`src/rtl/axi_lite_master_if.sv`:
```
// AXI4-Lite channel bundle (AW/W/B/AR/R) between one initiator and one register slave.
interface axi_lite_master_if #(
    parameter int ADDR_BW = 12
);
    logic [ADDR_BW-1:0] awaddr;
    logic               awvalid;
    logic               awready;
    logic [31:0]        wdata;
    logic [3:0]         wstrb;
    logic               wvalid;
    logic               wready;
    logic [1:0]         bresp;
    logic               bvalid;
    logic               bready;
    logic [ADDR_BW-1:0] araddr;
    logic               arvalid;
    logic               arready;
    logic [31:0]        rdata;
    logic [1:0]         rresp;
    logic               rvalid;
    logic               rready;

    modport master (
        output awaddr, awvalid, wdata, wstrb, wvalid, bready, araddr, arvalid, rready,
        input  awready, wready, bresp, bvalid, arready, rdata, rresp, rvalid
    );

    modport slave (
        input  awaddr, awvalid, wdata, wstrb, wvalid, bready, araddr, arvalid, rready,
        output awready, wready, bresp, bvalid, arready, rdata, rresp, rvalid
    );
endinterface

```
`src/rtl/axi_lite_master.sv`:
```
// Single-outstanding AXI4-Lite initiator: one command in, one AXI write or read out,
// one response back, with a saturating count of non-OKAY responses.
module axi_lite_master #(
    parameter int AXI_ADDR_BW_p = 12,
    parameter int ERR_CNT_BW_p  = 8
) (
    input  logic                     clk,
    input  logic                     rst,
    input  logic                     i_cmd_valid,
    output logic                     o_cmd_ready,
    input  logic                     i_cmd_write,
    input  logic [AXI_ADDR_BW_p-1:0] i_cmd_addr,
    input  logic [31:0]              i_cmd_wdata,
    input  logic [3:0]               i_cmd_wstrb,
    output logic                     o_rsp_valid,
    input  logic                     i_rsp_ready,
    output logic                     o_rsp_write,
    output logic [31:0]              o_rsp_rdata,
    output logic [1:0]               o_rsp_resp,
    output logic [ERR_CNT_BW_p-1:0]  o_err_count,
    axi_lite_master_if.master        axi
);
    typedef enum logic [1:0] {IDLE, WR, RD, RSP} state_t;

    localparam logic [ERR_CNT_BW_p-1:0] ERR_MAX = '1;

    state_t                   state_reg;
    logic                     cmd_ready_reg;
    logic [AXI_ADDR_BW_p-1:0] awaddr_reg;
    logic [AXI_ADDR_BW_p-1:0] araddr_reg;
    logic [31:0]              wdata_reg;
    logic [3:0]               wstrb_reg;
    logic                     awvalid_reg;
    logic                     wvalid_reg;
    logic                     bready_reg;
    logic                     arvalid_reg;
    logic                     rready_reg;
    logic                     rsp_valid_reg;
    logic                     rsp_write_reg;
    logic [31:0]              rsp_rdata_reg;
    logic [1:0]               rsp_resp_reg;
    logic [ERR_CNT_BW_p-1:0]  err_count_reg;

    logic       resp_hs;
    logic [1:0] resp_code;

    // Either B or R completing ends the transaction; only one can be live per state.
    always_comb begin
        resp_hs   = 1'b0;
        resp_code = 2'b00;
        if (state_reg == WR) begin
            resp_hs   = axi.bvalid && bready_reg;
            resp_code = axi.bresp;
        end else if (state_reg == RD) begin
            resp_hs   = axi.rvalid && rready_reg;
            resp_code = axi.rresp;
        end
    end

    always_ff @(posedge clk) begin
        if (rst) begin
            state_reg     <= IDLE;
            cmd_ready_reg <= 1'b0;
            awaddr_reg    <= '0;
            araddr_reg    <= '0;
            wdata_reg     <= '0;
            wstrb_reg     <= '0;
            awvalid_reg   <= 1'b0;
            wvalid_reg    <= 1'b0;
            bready_reg    <= 1'b0;
            arvalid_reg   <= 1'b0;
            rready_reg    <= 1'b0;
            rsp_valid_reg <= 1'b0;
            rsp_write_reg <= 1'b0;
            rsp_rdata_reg <= '0;
            rsp_resp_reg  <= '0;
            err_count_reg <= '0;
        end else begin
            if (resp_hs && resp_code != 2'b00 && err_count_reg != ERR_MAX)
                err_count_reg <= err_count_reg + ERR_CNT_BW_p'(1);

            case (state_reg)
                IDLE: begin
                    cmd_ready_reg <= 1'b1;
                    if (i_cmd_valid && cmd_ready_reg) begin
                        cmd_ready_reg <= 1'b0;
                        if (i_cmd_write) begin
                            awaddr_reg  <= i_cmd_addr;
                            wdata_reg   <= i_cmd_wdata;
                            wstrb_reg   <= i_cmd_wstrb;
                            awvalid_reg <= 1'b1;
                            wvalid_reg  <= 1'b1;
                            bready_reg  <= 1'b1;
                            state_reg   <= WR;
                        end else begin
                            araddr_reg  <= i_cmd_addr;
                            arvalid_reg <= 1'b1;
                            rready_reg  <= 1'b1;
                            state_reg   <= RD;
                        end
                    end
                end
                WR: begin
                    // AW and W retire independently; the response waits on B only.
                    if (awvalid_reg && axi.awready) awvalid_reg <= 1'b0;
                    if (wvalid_reg && axi.wready)   wvalid_reg  <= 1'b0;
                    if (resp_hs) begin
                        awvalid_reg   <= 1'b0;
                        wvalid_reg    <= 1'b0;
                        bready_reg    <= 1'b0;
                        rsp_valid_reg <= 1'b1;
                        rsp_write_reg <= 1'b1;
                        rsp_rdata_reg <= '0;
                        rsp_resp_reg  <= resp_code;
                        state_reg     <= RSP;
                    end
                end
                RD: begin
                    if (arvalid_reg && axi.arready) arvalid_reg <= 1'b0;
                    if (resp_hs) begin
                        arvalid_reg   <= 1'b0;
                        rready_reg    <= 1'b0;
                        rsp_valid_reg <= 1'b1;
                        rsp_write_reg <= 1'b0;
                        rsp_rdata_reg <= axi.rdata;
                        rsp_resp_reg  <= resp_code;
                        state_reg     <= RSP;
                    end
                end
                RSP: begin
                    if (i_rsp_ready) begin
                        rsp_valid_reg <= 1'b0;
                        cmd_ready_reg <= 1'b1;
                        state_reg     <= IDLE;
                    end
                end
                default: state_reg <= IDLE;
            endcase
        end
    end

    assign o_cmd_ready = cmd_ready_reg;
    assign o_rsp_valid = rsp_valid_reg;
    assign o_rsp_write = rsp_write_reg;
    assign o_rsp_rdata = rsp_rdata_reg;
    assign o_rsp_resp  = rsp_resp_reg;
    assign o_err_count = err_count_reg;

    assign axi.awaddr  = awaddr_reg;
    assign axi.awvalid = awvalid_reg;
    assign axi.wdata   = wdata_reg;
    assign axi.wstrb   = wstrb_reg;
    assign axi.wvalid  = wvalid_reg;
    assign axi.bready  = bready_reg;
    assign axi.araddr  = araddr_reg;
    assign axi.arvalid = arvalid_reg;
    assign axi.rready  = rready_reg;
endmodule

```
`src/flat_wrapper.sv`:
```
// flat-port wrapper written by rule: the top's interface ports become plain ports
module axi_lite_master_flat 
#(
    parameter int AXI_ADDR_BW_p = 12,
    parameter int ERR_CNT_BW_p  = 8
)
  (clk, rst, i_cmd_valid, o_cmd_ready, i_cmd_write, i_cmd_addr, i_cmd_wdata, i_cmd_wstrb, o_rsp_valid, i_rsp_ready, o_rsp_write, o_rsp_rdata, o_rsp_resp, o_err_count, axi_awaddr, axi_awvalid, axi_wdata, axi_wstrb, axi_wvalid, axi_bready, axi_araddr, axi_arvalid, axi_rready, axi_awready, axi_wready, axi_bresp, axi_bvalid, axi_arready, axi_rdata, axi_rresp, axi_rvalid);
  axi_lite_master_if #(.ADDR_BW(12)) axi_i ();
  input  logic clk;
  input  logic rst;
  input  logic i_cmd_valid;
  output logic o_cmd_ready;
  input  logic i_cmd_write;
  input  logic [AXI_ADDR_BW_p-1:0] i_cmd_addr;
  input  logic [31:0] i_cmd_wdata;
  input  logic [3:0] i_cmd_wstrb;
  output logic o_rsp_valid;
  input  logic i_rsp_ready;
  output logic o_rsp_write;
  output logic [31:0] o_rsp_rdata;
  output logic [1:0] o_rsp_resp;
  output logic [ERR_CNT_BW_p-1:0] o_err_count;
  output wire logic [$bits(axi_i.awaddr)-1:0] axi_awaddr;
  output wire logic [$bits(axi_i.awvalid)-1:0] axi_awvalid;
  output wire logic [$bits(axi_i.wdata)-1:0] axi_wdata;
  output wire logic [$bits(axi_i.wstrb)-1:0] axi_wstrb;
  output wire logic [$bits(axi_i.wvalid)-1:0] axi_wvalid;
  output wire logic [$bits(axi_i.bready)-1:0] axi_bready;
  output wire logic [$bits(axi_i.araddr)-1:0] axi_araddr;
  output wire logic [$bits(axi_i.arvalid)-1:0] axi_arvalid;
  output wire logic [$bits(axi_i.rready)-1:0] axi_rready;
  input wire logic [$bits(axi_i.awready)-1:0] axi_awready;
  input wire logic [$bits(axi_i.wready)-1:0] axi_wready;
  input wire logic [$bits(axi_i.bresp)-1:0] axi_bresp;
  input wire logic [$bits(axi_i.bvalid)-1:0] axi_bvalid;
  input wire logic [$bits(axi_i.arready)-1:0] axi_arready;
  input wire logic [$bits(axi_i.rdata)-1:0] axi_rdata;
  input wire logic [$bits(axi_i.rresp)-1:0] axi_rresp;
  input wire logic [$bits(axi_i.rvalid)-1:0] axi_rvalid;
  assign axi_awaddr = axi_i.awaddr;
  assign axi_awvalid = axi_i.awvalid;
  assign axi_wdata = axi_i.wdata;
  assign axi_wstrb = axi_i.wstrb;
  assign axi_wvalid = axi_i.wvalid;
  assign axi_bready = axi_i.bready;
  assign axi_araddr = axi_i.araddr;
  assign axi_arvalid = axi_i.arvalid;
  assign axi_rready = axi_i.rready;
  assign axi_i.awready = axi_awready;
  assign axi_i.wready = axi_wready;
  assign axi_i.bresp = axi_bresp;
  assign axi_i.bvalid = axi_bvalid;
  assign axi_i.arready = axi_arready;
  assign axi_i.rdata = axi_rdata;
  assign axi_i.rresp = axi_rresp;
  assign axi_i.rvalid = axi_rvalid;
  axi_lite_master #(.AXI_ADDR_BW_p(AXI_ADDR_BW_p), .ERR_CNT_BW_p(ERR_CNT_BW_p)) u_core (.clk(clk), .rst(rst), .i_cmd_valid(i_cmd_valid), .o_cmd_ready(o_cmd_ready), .i_cmd_write(i_cmd_write), .i_cmd_addr(i_cmd_addr), .i_cmd_wdata(i_cmd_wdata), .i_cmd_wstrb(i_cmd_wstrb), .o_rsp_valid(o_rsp_valid), .i_rsp_ready(i_rsp_ready), .o_rsp_write(o_rsp_write), .o_rsp_rdata(o_rsp_rdata), .o_rsp_resp(o_rsp_resp), .o_err_count(o_err_count), .axi(axi_i));
endmodule
```
`config.mk`:
```
export PLATFORM = sky130hd
export DESIGN_NAME = axi_lite_master_flat
export DESIGN_NICKNAME = d
export VERILOG_FILES = /design/src/rtl/axi_lite_master_if.sv /design/src/rtl/axi_lite_master.sv /design/src/flat_wrapper.sv
export SDC_FILE = /design/constraint.sdc
export NUM_CORES = 1
export LEC_CHECK = 0
export ABC_AREA = 1
export CAP_MARGIN = 25
export CORE_ASPECT_RATIO = 0.5
export CORE_MARGIN = 10
export CORE_UTILIZATION = 44
export CTS_CLUSTER_SIZE = 24
export DETAILED_ROUTE_END_ITERATION = 7
export GPL_TIMING_DRIVEN = 0
export MAX_ROUTING_LAYER = met4
export PLACE_DENSITY = 0.81
export SKIP_LAST_GASP = 1
export SLEW_MARGIN = 20
export SYNTH_ARGS = -nofsm -noshare
export SYNTH_HDL_FRONTEND = slang
export SYNTH_SLANG_ARGS = --single-unit
```
`constraint.sdc`:
```
create_clock -name clk -period 2.6 [get_ports clk]
set_clock_uncertainty 0.05 [all_clocks]
set_input_delay 0.39 -clock clk [delete_from_list [all_inputs] [get_ports clk]]
set_output_delay 0.39 -clock clk [all_outputs]
set_load 0.05 [all_outputs]
```
Word level (Yosys, flattened, before mapping)
Cells that the tools add are included.
- bits in latches: 0
- memories kept: 0
- RAM bits: 0
- ROM bits: 0
- output and inout bits: 110
- bits in registers: 112
- word-level logic and storage cells: 95
- bits of input ports: 94
- equal/unequal tests: 14
- shift-type cells: 0
- muxes and demuxes: 35
- add/subtract/negate cells: 1
- bitwise operators: 1
- $mul: 0
- reductions and logical operators: 28
- magnitude comparators: 0
- div/mod/pow operators: 0
- operators by type and width (operator ; count):
    2-to-1 mux 32 bit ; 2
    case mux 32 bit (2 select lines) ; 1
    AND reduction 4 bit ; 5
    2-to-1 mux 1 bit ; 17
    case mux 1 bit (2 select lines) ; 8
    AND reduction 3 bit ; 5
    2-to-1 mux 2 bit ; 6
    nonzero test 2 bit ; 6
    inequality test 3 x 2 -> 1 bit, second input constant ; 3
    adder 8 x 1 -> 8 bit, second input constant ; 1
    logical AND 1 bit ; 8
    inequality test 2 x 1 -> 1 bit, second input constant ; 4
    inequality test 8 bit, second input constant ; 1
    inequality test 2 bit, second input constant ; 3
    case mux 2 bit (3 select lines) ; 1
    == test 2 bit, second input constant ; 2
    AND reduction 2 bit ; 2
    == test 2 x 1 -> 1 bit, second input constant ; 1
    zero test 2 bit ; 1
    OR reduction 2 bit ; 1
    NOT 1 bit ; 1

Depth between registers and ports, before layout
- word-level depth: 6
- mapped depth: 13
- mapped depth without buffers: 12

Worst setup path before layout
OpenSTA, ideal clock, no wires.
- kind: reg2reg
- from: register u_core.err_count_reg[0], in the netlist u_core.o_err_count[0]
- to: register u_core.err_count_reg[0], in the netlist u_core.o_err_count[0]
- path slack: 0.877 ns
- clock period less this slack: 1.723 ns
- path buffers: 0
- arrival time: 1.602 ns
- cell stages (with the launch flop): 8
- cells stage by stage: dfxtp_1 > ha_1 > nand3_1 > inv_2 > nand2_2 > nand3_2 > nand2_1 > a21oi_1
- cells in the longest elaborated chain, start to end: 2
- elaborated cells on any way between the ends: 3
- those cells by class: add/sub: 1; eq/ne: 1; reduce/logical: 1
- RTL lines (element ; line ; RTL):
    start: declaration ; axi_lite_master.sv:42 ; logic [ERR_CNT_BW_p-1:0] err_count_reg;
    start signal: assignment ; axi_lite_master.sv:80 ; err_count_reg <= err_count_reg + ERR_CNT_BW_p'(1);
    branches (longest 2 deep; another with adder 8 x 1 -> 8 bit) ; - ;
Parallel ways; which one is timed is not known.
A chain may end at the register's enable or synchronous reset.

Final worst setup path
- from: register u_core.err_count_reg[3], in the netlist u_core.o_err_count[3]
- to: output o_err_count[3]
- RTL lines (element ; line ; RTL):
    end: declaration ; flat_wrapper.sv:22 ; output logic [ERR_CNT_BW_p-1:0] o_err_count;
No word-level cell between the ends.

==> reports/metrics.csv <==
stage,metric,value,unit
die,cell row count,25,
logic_synthesis,post-synthesis adder-cell area fraction,1.68,%
setup_path,CP endpoint kind,output port,
clock_network,hold buffers post-CTS,0,
setup_path,worst reg2reg path depth,8,
placement,gp weighted congestion,0.825,
clock_network,CTS resizes,0,
clock_network,CTS H-tree lvls,3,
logic_synthesis,most frequent cells after synthesis,"nor2_1, dfxtp_1, o21ai_0",
logic_synthesis,#FFs+latches synth,112,
detailed_routing,TritonRoute pass-1 iters,4,
pwr,leakage,2.61,nW
job,# Max-Cap Violations,0,
sta,fmax,479,MHz
sta,worst-margin pin slew,0.559,ns
pwr,"Power, Total",5.11,mW
min_path,hold depth,2,
sta,total negative setup slack,0,ns
logic_synthesis,Syn Inst Count,562,
logic_synthesis,top-count cell post-synth,nor2_1,
layout,final core occ,72.1,%
logic_synthesis,simple-gate share of the synthesized area,25.3,%
die,die area,0.0148,sq mm
global_routing,grt met1 use,20.9,%
logic_synthesis,Async SR Flop Fraction,0,%
detailed_routing,Vias/cell,4.82,
detailed_routing,# DRC,0,
setup_path,CP Depth,1,
global_routing,first-pass GRT wire length,21800,um
die,DIE HEIGHT,91.2,um
layout,Area growth syn-to-layout,56.0,%
clock_network,Clock Sinks,112,
die,initial core utilization,46.2,%
logic_synthesis,largest area contributor in the netlist,dfxtp_1,
clock_network,clock tree buffer depth,2,
sta,final setup vio count,0,
min_path,Hold Path Class,flip-flop to flip-flop,
global_routing,total track usage,18.5,%
sta,RSZ-0062 raised after global routing,no,
placement,PortBufs,203,
sta,final hold viol count,0,
setup_path,CP Class,flip-flop to output port,
clock_network,CTS root buf,clkbuf_16,
setup_path,R2R Path End,u_core.axi.awvalid,
detailed_routing,Via Count,4415,
setup_path,R2R Setup Slk,0.76,ns
setup_path,critical path cell sequence,clkdlybuf4s50_1,
clock_network,Post-CTS Setup Repair Bufs,0,
global_routing,largest net degree at the start of global routing,19,
pwr,Sw Share,36.1,%
global_routing,number of global-route vias before repair,4273,
clock_network,clock slew at reported path FFs,0.07,ns
setup_path,CP Launch Type,flip-flop,
detailed_routing,number of nets still failing antenna checks after routing,0,
placement,Area after DPL,0.00667,sq mm
die,Core Area,0.00967,sq mm
logic_synthesis,post-synthesis sequential area ratio,50.2,%
logic_synthesis,ys flop type,dfxtp_1,
global_routing,met3 Use GR,5.72,%
detailed_routing,drt wl/cell,15.3,um
layout,nets,876,
global_routing,Top Usage Layer GRT,met2,
logic_synthesis,compound-cell area share of the yosys netlist,15.2,%
min_path,HP Start,u_core.o_rsp_valid,
placement,DP Wirelength,10900,um
setup_path,crit-path max FO,7,
logic_synthesis,syn_nets,662,
die,Top Ports,204,
detailed_routing,initial DRC count,223,
setup_path,CP max stage delay,0.85,ns
logic_synthesis,Syn Area/Cell,7.95,sq um
logic_synthesis,largest family of logic cells by synthesized area,simple AND/OR/NAND/NOR gates,
global_routing,antenna violations before repair,0,
logic_synthesis,Synth area leaders,"dfxtp_1, nor2_1, o21ai_0",
min_path,Worst Hold Endpoint,u_core.o_rsp_valid,
logic_synthesis,XOR/XNOR Fraction of Synth Area,0.196,%
sta,fin. max-slew vios,0,
logic_synthesis,mux cell area share after synthesis,0,%
pwr,pwr/cell area,734,mW/mm^2
logic_synthesis,Yosys cell types,30,
setup_path,Critical-path top delay cell,clkdlybuf4s50_1,
sta,worst hold slack,0.416,ns
pwr,switching pwr,1.85,mW
setup_path,"delay-heaviest family, CP",buffers and inverters,
clock_network,TritonCTS clock tree,done,
setup_path,"Arr. time, crit path",1.65,ns
pwr,Sequential Power Share,38.6,%
logic_synthesis,Post-synth EDFFs,0,
setup_path,Worst EP required,2.16,ns
sta,period utilization,80.3,%
pwr,worst vdd ir,0.424,mV
detailed_routing,final wirelength,14000,um
setup_path,R2R Path Start,u_core.state_reg[1],
global_routing,met2 GRT Util,31.3,%
layout,layout cells sized above 1,9.22,%
pwr,internal power,3.27,mW
setup_path,WP buf/inv,1,
global_routing,GRT Residual Overflow,0,
logic_synthesis,total number of yosys warnings,0,
logic_synthesis,Synth top area share,50.2,%
clock_network,Worst-Skew Late Latency,0.34,ns
clock_network,CTS buffer count,9,
sta,Tmin final,2.09,ns
outcome,status,finished clean,
layout,Antenna Cells,0,
sta,Max-slew headroom,62.6,%
pwr,Combinational Power Share,34.4,%
layout,finished layout cell area,0.00696,sq mm
logic_synthesis,synthesized area,0.00447,sq mm
die,Chip Width,162,um
pwr,clock power share,27.1,%
## how the worst max path moves through the flow
stage / slack (ns) / start / endpoint
global placement: 0.63 / i_cmd_valid / u_core.axi.awvalid
floorplan: 0.88 / u_core.o_err_count[0] / u_core.o_err_count[0]
detailed placement: 0.58 / i_cmd_valid / u_core.axi.awvalid
global route: 0.45 / u_core.o_err_count[3] / o_err_count[3]
CTS: 0.50 / u_core.o_err_count[3] / o_err_count[3]
finish: 0.51 / u_core.o_err_count[3] / o_err_count[3]
## area by class of cell
type,count,area (sq um)
timing repair buffer,203,2030
buffer,32,218
fill,766,2700
multi-input combinational,390,1890
inverter,28,115
clock buffer,10,229
clock inverter,6,68.8
sequential,112,2240
tap,135,169
## power by group through the flow
stage | Combinational [mW] | Sequential, mW | Clock, mW
after floorplan | 0.642 | 2.52 | 0
after global placement | 1.74 | 2.00 | 0
after detailed placement | 1.77 | 2.01 | 0
after CTS | 1.77 | 1.97 | 1.40
after global routing | 1.90 | 1.99 | 1.48
final | 1.76 | 1.97 | 1.38
## per-stage QoR
stage	setup WS [ns]	std cells
CTS	0.501	916
detailed placement	0.579	900
floorplan	0.877	562
finish	0.512	916
global route	0.452	916
global placement	0.631	900
## layout by cell type (no fill, tap or decap), types with 9 or more instances in the layout
master	instances
buf_6	9
a21oi_1	14
o21ai_0	66
clkbuf_1	13
dfxtp_1	112
a22oi_1	22
clkdlybuf4s50_1	203
nand2_2	12
nor2_1	162
nand2_1	61
nand3_1	13
clkbuf_16	9
inv_1	21
a21oi_2	10
## kinds of logic after synthesis
| kind of cell | count (synthesis) |
|---|---|
| flip-flops | 112 |
| XOR/XNOR | 1 |
| adder cells (fa/ha/maj) | 6 |
| AO/OA/AOI/OAI | 117 |
| buffers and inverters | 60 |
| AND/OR/NAND/NOR | 266 |
## metal layers
layer,vias to the layer above,share of wire [%]
li1,2251,-
met1,2030,42
met2,120,50
met3,14,6.4
met4,0,1.5
met5,-,0
Note: power is estimated with default switching activity, not from simulation.
